[src/rtl/dma_apb_master.sv]
// dma_apb_master: APB initiator for the dma_axi64 register file (13-bit APB space).
// Host commands are queued in a small FIFO and issued as single APB transfers, one at a time.
// APB phases advance only on clk edges where pclken is high.
// Optional feature: define DMA_APB_TIMEOUT_EN to abort ACCESS phases that wait too long on pready.
module dma_apb_master #(
    parameter int unsigned CMD_DEPTH      = 4,
    parameter int unsigned TIMEOUT_CYCLES = 256
) (
    input  logic        clk,
    input  logic        reset,
    // host command port
    input  logic        cmd_valid,
    output logic        cmd_ready,
    input  logic        cmd_write,
    input  logic [12:0] cmd_addr,
    input  logic [31:0] cmd_wdata,
    // host response port
    output logic        rsp_valid,
    input  logic        rsp_ready,
    output logic [31:0] rsp_rdata,
    output logic        rsp_err,
    output logic        busy,
    // APB initiator
    input  logic        pclken,
    output logic        psel,
    output logic        penable,
    output logic [12:0] paddr,
    output logic        pwrite,
    output logic [31:0] pwdata,
    input  logic [31:0] prdata,
    input  logic        pslverr,
    input  logic        pready
);

    localparam int unsigned PtrW   = (CMD_DEPTH > 1) ? $clog2(CMD_DEPTH) : 1;
    localparam int unsigned EntryW = 1 + 13 + 32;

    typedef enum logic [1:0] {
        StIdle,
        StSetup,
        StAccess
    } state_e;

    // ------------------------------------------------------------------
    // Command FIFO: extra pointer MSB separates full from empty
    // ------------------------------------------------------------------
    logic [EntryW-1:0] fifo_mem [CMD_DEPTH];
    logic [PtrW:0]     wr_ptr_q, rd_ptr_q;
    logic              fifo_empty, fifo_full;
    logic              push, pop;
    logic [EntryW-1:0] head;

    assign fifo_empty = (wr_ptr_q == rd_ptr_q);
    assign fifo_full  = (wr_ptr_q[PtrW] != rd_ptr_q[PtrW]) &&
                        (wr_ptr_q[PtrW-1:0] == rd_ptr_q[PtrW-1:0]);
    // Full blocks a push even when the FSM pops on the same edge.
    assign push       = cmd_valid && !fifo_full;
    assign head       = fifo_mem[rd_ptr_q[PtrW-1:0]];

    // Storage array: data only, flushing is done through the pointers
    always_ff @(posedge clk) begin
        if (push) begin
            fifo_mem[wr_ptr_q[PtrW-1:0]] <= {cmd_write, cmd_addr, cmd_wdata};
        end
    end

    // FIFO pointer update
    always_ff @(posedge clk or posedge reset) begin
        if (reset) begin
            wr_ptr_q <= '0;
            rd_ptr_q <= '0;
        end else begin
            if (push) wr_ptr_q <= wr_ptr_q + 1'b1;
            if (pop)  rd_ptr_q <= rd_ptr_q + 1'b1;
        end
    end

    // ------------------------------------------------------------------
    // APB sequencer state
    // ------------------------------------------------------------------
    state_e      state_q, state_d;
    logic        psel_q, psel_d;
    logic        penable_q, penable_d;
    logic [12:0] paddr_q, paddr_d;
    logic        pwrite_q, pwrite_d;
    logic [31:0] pwdata_q, pwdata_d;
    logic        rsp_valid_q, rsp_valid_d;
    logic        rsp_err_q, rsp_err_d;
    logic [31:0] rsp_rdata_q, rsp_rdata_d;
    logic        timeout;

`ifdef DMA_APB_TIMEOUT_EN
    localparam int unsigned TmoW = $clog2(TIMEOUT_CYCLES + 1);

    logic [TmoW-1:0] tmo_cnt_q, tmo_cnt_d;

    // Counts stalled ACCESS cycles; abort fires on the edge the count reaches TIMEOUT_CYCLES
    always_comb begin
        tmo_cnt_d = tmo_cnt_q;
        timeout   = 1'b0;
        if (pclken) begin
            if (state_q == StSetup) begin
                tmo_cnt_d = '0;
            end else if (state_q == StAccess && !pready) begin
                tmo_cnt_d = tmo_cnt_q + 1'b1;
                timeout   = (tmo_cnt_q == TmoW'(TIMEOUT_CYCLES - 1));
            end
        end
    end

    // Timeout counter register
    always_ff @(posedge clk or posedge reset) begin
        if (reset) begin
            tmo_cnt_q <= '0;
        end else begin
            tmo_cnt_q <= tmo_cnt_d;
        end
    end
`else
    logic unused_timeout_cycles;

    assign unused_timeout_cycles = ^TIMEOUT_CYCLES;
    assign timeout               = 1'b0;
`endif

    // Next-state and output decode; everything APB-side holds while pclken is low
    always_comb begin
        state_d     = state_q;
        psel_d      = psel_q;
        penable_d   = penable_q;
        paddr_d     = paddr_q;
        pwrite_d    = pwrite_q;
        pwdata_d    = pwdata_q;
        rsp_valid_d = rsp_valid_q;
        rsp_err_d   = rsp_err_q;
        rsp_rdata_d = rsp_rdata_q;
        pop         = 1'b0;

        // Response handshake runs on every clk edge, independent of pclken
        if (rsp_ready) begin
            rsp_valid_d = 1'b0;
        end

        if (pclken) begin
            unique case (state_q)
                StIdle: begin
                    // Registered rsp_valid keeps SETUP off the edge that consumes a response
                    if (!fifo_empty && !rsp_valid_q) begin
                        pop                           = 1'b1;
                        {pwrite_d, paddr_d, pwdata_d} = head;
                        psel_d                        = 1'b1;
                        state_d                       = StSetup;
                    end
                end
                StSetup: begin
                    penable_d = 1'b1;
                    state_d   = StAccess;
                end
                StAccess: begin
                    if (pready) begin
                        psel_d      = 1'b0;
                        penable_d   = 1'b0;
                        rsp_valid_d = 1'b1;
                        rsp_err_d   = pslverr;
                        rsp_rdata_d = pwrite_q ? 32'h0 : prdata;
                        state_d     = StIdle;
                    end else if (timeout) begin
                        psel_d      = 1'b0;
                        penable_d   = 1'b0;
                        rsp_valid_d = 1'b1;
                        rsp_err_d   = 1'b1;
                        rsp_rdata_d = 32'h0;
                        state_d     = StIdle;
                    end
                end
                default: begin
                    state_d = StIdle;
                end
            endcase
        end
    end

    // Sequencer and APB/response registers; reset drops psel/penable immediately
    always_ff @(posedge clk or posedge reset) begin
        if (reset) begin
            state_q     <= StIdle;
            psel_q      <= 1'b0;
            penable_q   <= 1'b0;
            paddr_q     <= '0;
            pwrite_q    <= 1'b0;
            pwdata_q    <= '0;
            rsp_valid_q <= 1'b0;
            rsp_err_q   <= 1'b0;
            rsp_rdata_q <= '0;
        end else begin
            state_q     <= state_d;
            psel_q      <= psel_d;
            penable_q   <= penable_d;
            paddr_q     <= paddr_d;
            pwrite_q    <= pwrite_d;
            pwdata_q    <= pwdata_d;
            rsp_valid_q <= rsp_valid_d;
            rsp_err_q   <= rsp_err_d;
            rsp_rdata_q <= rsp_rdata_d;
        end
    end

    assign cmd_ready = !fifo_full;
    assign psel      = psel_q;
    assign penable   = penable_q;
    assign paddr     = paddr_q;
    assign pwrite    = pwrite_q;
    assign pwdata    = pwdata_q;
    assign rsp_valid = rsp_valid_q;
    assign rsp_err   = rsp_err_q;
    assign rsp_rdata = rsp_rdata_q;
    assign busy      = !fifo_empty || (state_q != StIdle) || rsp_valid_q;

endmodule
[config.mk]
export PLATFORM = sky130hd
export DESIGN_NAME = dma_apb_master
export DESIGN_NICKNAME = d
export VERILOG_FILES = /design/src/rtl/dma_apb_master.sv
export SDC_FILE = /design/constraint.sdc
export NUM_CORES = 1
export LEC_CHECK = 0
export CORE_ASPECT_RATIO = 0.8
export CORE_MARGIN = 2
export CORE_UTILIZATION = 57
export DETAILED_ROUTE_END_ITERATION = 10
export MAX_ROUTING_LAYER = met4
export PLACE_DENSITY_LB_ADDON = 0.08
export SKIP_LAST_GASP = 1
export SYNTH_ARGS = -nofsm -noshare
export SYNTH_HDL_FRONTEND = slang
export SYNTH_SLANG_ARGS = --single-unit
[constraint.sdc]
create_clock -name clk -period 8.7 [get_ports clk]
set_clock_uncertainty 0.15 [all_clocks]
set_input_delay 2.175 -clock clk [delete_from_list [all_inputs] [get_ports clk]]
set_output_delay 2.175 -clock clk [all_outputs]
set_load 0.02 [all_outputs]
Word level (Yosys, flattened, before mapping)
Memory sizes are Yosys's and may differ from the RTL's. A register that Yosys moved wholly into a read port is not among the register bits.
Index checks and enable logic that the tools add are counted.
Widths: inputs -> output; s select.

word-level totals
  register bits = 44
  latch bits = 0
  bits in writable memories = 184
  memory bits (read-only) = 0
  input bits = 85
  output and inout bits = 84
  memories kept = 1

memories
  memory    depth  bits a word  rd ports  clocked after memory_dff  write ports  line  source
  fifo_mem  4      46           1         1                         1            47    logic [EntryW-1:0] fifo_mem [CMD_DEPTH];

cells by class
  add/sub/neg operators = 2
  multiply operators = 0
  div/mod/pow operators = 0
  magnitude comparators = 0
  equality and inequality tests = 7
  shift-type cells = 0
  multiplexer cells = 17
  bitwise logic cells = 0
  reductions and logical operators = 17

operators by type and width
  kind                 number
  $mux 32              1
  $reduce_and 3->1     4
  $mux 1               11
  $add 3x1->3 const B  2
  $pmux 2 s3           1
  $reduce_bool 2->1    3
  $mux 2               2
  $ne 2x2->1 const B   2
  $pmux 1 s2           2
  $reduce_and 4->1     1
  $eq 3x3->1           1
  $logic_and 1x1->1    3
  $logic_not 1->1      3
  $eq 2x1->1 const B   1
  $eq 2x2->1           1
  $eq 2x2->1 const B   1
  $logic_not 2->1      1
  $logic_or 1x1->1     2
  $ne 1x1->1           1

Longest topological paths before layout
  depth after elaboration = 6
  gate-level depth with buffers = 5
  gate-level depth less buffers = 4

Least setup slack after synthesis
No wires, ideal clock.

  kind = input-to-reg
  start point = in cmd_valid
  end point = mem fifo_mem[3][0] (netlist name) (enable)
  arrival = 4630 ps
  slack = 3439 ps
  stages on the path = 2
  buffers on the path = 0
  cells stage by stage = nand2_1 > a31oi_1

between the ends
  word-level cells in the longest chain between the ends = 3

RTL lines
  element                       line  source
  start, declared               12    input logic cmd_valid,
  $logic_and 1x1->1             57    assign push = cmd_valid && !fifo_full;
  $mux 1                        62    if (push) begin
  $mux 1 (implied by the code)  63    fifo_mem[wr_ptr_q[PtrW-1:0]] <= {cmd_write, cmd_addr, cmd_wdata};
  end, declared                 47

No other way between the ends.

Worst setup path in the final report
  start point = reg rd_ptr_q[0]
  end point = out cmd_ready

between the ends
  word-level cells in the longest chain between the ends = 3

RTL lines
  element                 line  source
  start, declared         48    logic [PtrW:0] wr_ptr_q, rd_ptr_q;
  start signal, assigned  74    if (pop) rd_ptr_q <= rd_ptr_q + 1'b1;
  $eq 2x2->1              55    (wr_ptr_q[PtrW-1:0] == rd_ptr_q[PtrW-1:0]);
  $logic_and 1x1->1       54    assign fifo_full = (wr_ptr_q[PtrW] != rd_ptr_q[PtrW]) &&
  $logic_not 1->1         208   assign cmd_ready = !fifo_full;
  end, declared           13    output logic cmd_ready,

No other way between the ends.

==> metrics.txt <==
DRT antenna net count 0; Comb pwr share 0.354; register bit total from synthesis roughly 270; Crit Path Max Fanout 50; largest net degree at the start of global routing 68; Max-cap violations 0; critical path class flop to output port; Max clock buf depth 3; share of cells above drive strength 1 0.199; fin crit period between 5 and 6 ns; Initial Util 0.580; yosys warns 0; Post-synth top cells edfxtp_1, dfrtp_1, mux2_4; number of global-route vias before repair between 5000 and 6000; via count roughly 5300; Int Pwr ~3.4 mW; placed cell area between 0.01 and 0.015 mm2; Slew @ Worst Pin roughly 1 ns; final setup fails 0; worst min-delay path class flop to flop; Seq/Total Area, Yosys 0.740; # fillers approximately 1100; DR vias/cell about 5.5; first-pass GRT wire length ~30000 um; CP endpoint kind output port; synthesized cell area between 0.01 and 0.015 mm2; max frequency 196 MHz; clock share of power 0.215; row cnt 44; Post-synth ARST share 0.328; Synth top area share 0.526; CTS hold repair buffers 0; most frequent cell after synthesis edfxtp_1; syn avg cell area a little under 20 um2; PD cells roughly 370 mW/mm2; drt first pass iters 4; Final HPWL DP roughly 12000 um; hold violation count in the final report 0; Clock Tree Root clkbuf_16; Die Y about 130 um; routability cong. 0.801; Worst-path clk slew around 0.06 ns; Mapped Cells ~540; setup repair after global routing missed its margin false; top_reg_cell synth edfxtp_1; Post-synth EDFFs 184; NetSw approximately 1.5 mW; Initial DRC Count 291; port bufs approximately 170; gr usage total 0.208; Yosys cell types 27; Pins Over Slew Limit 0; Pwr Total approximately 4.9 mW; average wire per standard cell 19.9 um; Switching Fraction 0.309; H-tree lvl count 1; CP Launch Type flop; design area 0.0132 mm2; initial antenna violation count 1; drc violations 0; final WL 19200 um; Crit path required time approximately 6.4 ns; Setup TNS 0 ns; IO Count around 170; Seq pwr share 0.431; fin crit share 0.586; Area Growth Syn to Fin 25.7%; gr ovfl total 0; top cells by area, synth edfxtp_1, dfrtp_1, mux4_2, mux2_4, nand2b_1; outcome finished, final reports clean; Critical Path AT roughly 2.8 ns; clock latency on the worst-skew pair roughly 0.52 ns; TritonCTS clock tree built; Post-Syn Nets about 630; leak pwr slightly below 5 nW; post-cts resize count 0; Max rail drop VDD between 0.15 and 0.2 mV; CTS Sinks roughly 270; Die Width around 160 um; die area between 0.015 and 0.02 mm2; core footprint approximately 0.018 mm2; cell taking the most area after synthesis edfxtp_1; post-CTS setup buffer count 0; CTS buffer count 27; max_slew headroom 0.329; Final #Nets around 800
-- critical path, cell delays in order (launching register included) --
cell             delay [ns]
dfrtp_4                1.09
xnor2_1                0.31
nand3_1                0.17
clkdlybuf4s50_1        0.66
-- routing by layer --
metal	routed length [um]	global-route usage
met1	8570	0.293
met5	0	-
met4	344	0.0443
met2	9140	0.320
met3	1200	0.0454
-- area by class of cell --
type | instances | area (um2) | area share
repair buffers | 175 | 1730 | 0.131
flip-flops and latches | 274 | 7780 | 0.590
well taps | 230 | 288 | 0.0218
clock inverters | 13 | 72.6 | 0.00550
diodes | 2 | 5.00 | 0.000379
clock buffers | 37 | 733 | 0.0555
inverters | 6 | 25.0 | 0.00190
multi-input cells | 230 | 2560 | 0.194
-- cells by family (layout without fill, tap and decap cells) --
logic type,after synthesis,after routing,share of synthesized area
adders and majority gates,5,5,0.00595
DFF,274,274,0.740
buffers and inverters,32,231,0.0185
muxes,95,95,0.168
AOI/OAI and AO/OA,43,43,0.0220
xor gates and xnor gates,9,9,0.00750
and+or+nand+nor,78,78,0.0379
other,0,2,0
-- per-stage QoR --
stage	util	instances	hold slack, ns	setup WS, ns
3_3_place_gp	0.684	915	0.313	3.99
6_report	0.729	967	0.331	3.60
4_1_cts	0.729	965	0.334	3.52
2_1_floorplan	-	536	0.310	3.44
3_5_place_dp	0.684	915	0.320	3.92
5_1_grt	0.729	966	0.359	3.32
-- path summary, 6_finish.rpt --
path	from	endpoint	slack [ns]	depth (start not counted)
worst max-delay path	rd_ptr_q[0]	cmd_ready	3.60	3
max in group asynchronous	reset	rd_ptr_q[1]	5.37	3
worst max register to register	rd_ptr_q[0]	fifo_mem[0][27]	5.19	4
worst min register to register	rsp_rdata[30]	rsp_rdata[30]	0.33	2
worst min-delay path	rsp_rdata[30]	rsp_rdata[30]	0.33	2
min in group asynchronous	reset	paddr[9]	1.87	2
-- power groups by stage --
| stage | Sequential, mW | Clock, mW | Combinational, mW |
|---|---|---|---|
| floorplan | 2.23 | 0 | 0.982 |
| detailed placement | 2.13 | 0 | 1.75 |
| CTS | 2.11 | 1.07 | 1.75 |
| finish | 2.10 | 1.05 | 1.73 |
| global placement | 2.11 | 0 | 1.71 |
| global route | 2.16 | 1.12 | 1.84 |
-- layout by cell type, fill, tap and decap left out --
cell and count:
clkinv_4 1, dfrtp_4 1, clkinvlp_4 3, clkdlybuf4s50_1 168, a21o_1 2, clkbuf_16 27
clkinv_2 2, dfrtp_1 88, clkinv_1 6, mux2_2 2, inv_6 1, mux2_4 47
a31oi_1 1, ha_1 5, inv_1 5, edfxtp_1 184, nor4b_1 1, dfrtp_2 1
o21ai_0 35, nor3_1 2, nand3_1 1, nand2_1 37, clkbuf_8 2, buf_4 7
xor2_1 5, clkbuf_1 8, inv_4 1, a21oi_1 2, and2_2 3, o311ai_0 1
xnor2_1 4, a31oi_4 1, nand2b_1 32, o31a_4 1, nand4b_1 1, diode_2 2
mux4_2 46, nand3b_1 1
-- state kept, by name, indices dropped and copies added (netlist names), 2 cells and up --
signal and cells:
wr_ptr_q 3, paddr 13, pwdata 32, fifo_mem 184, state_q 2, rsp_rdata 32
rd_ptr_q 3
Note: power is estimated with default switching activity, not from simulation.
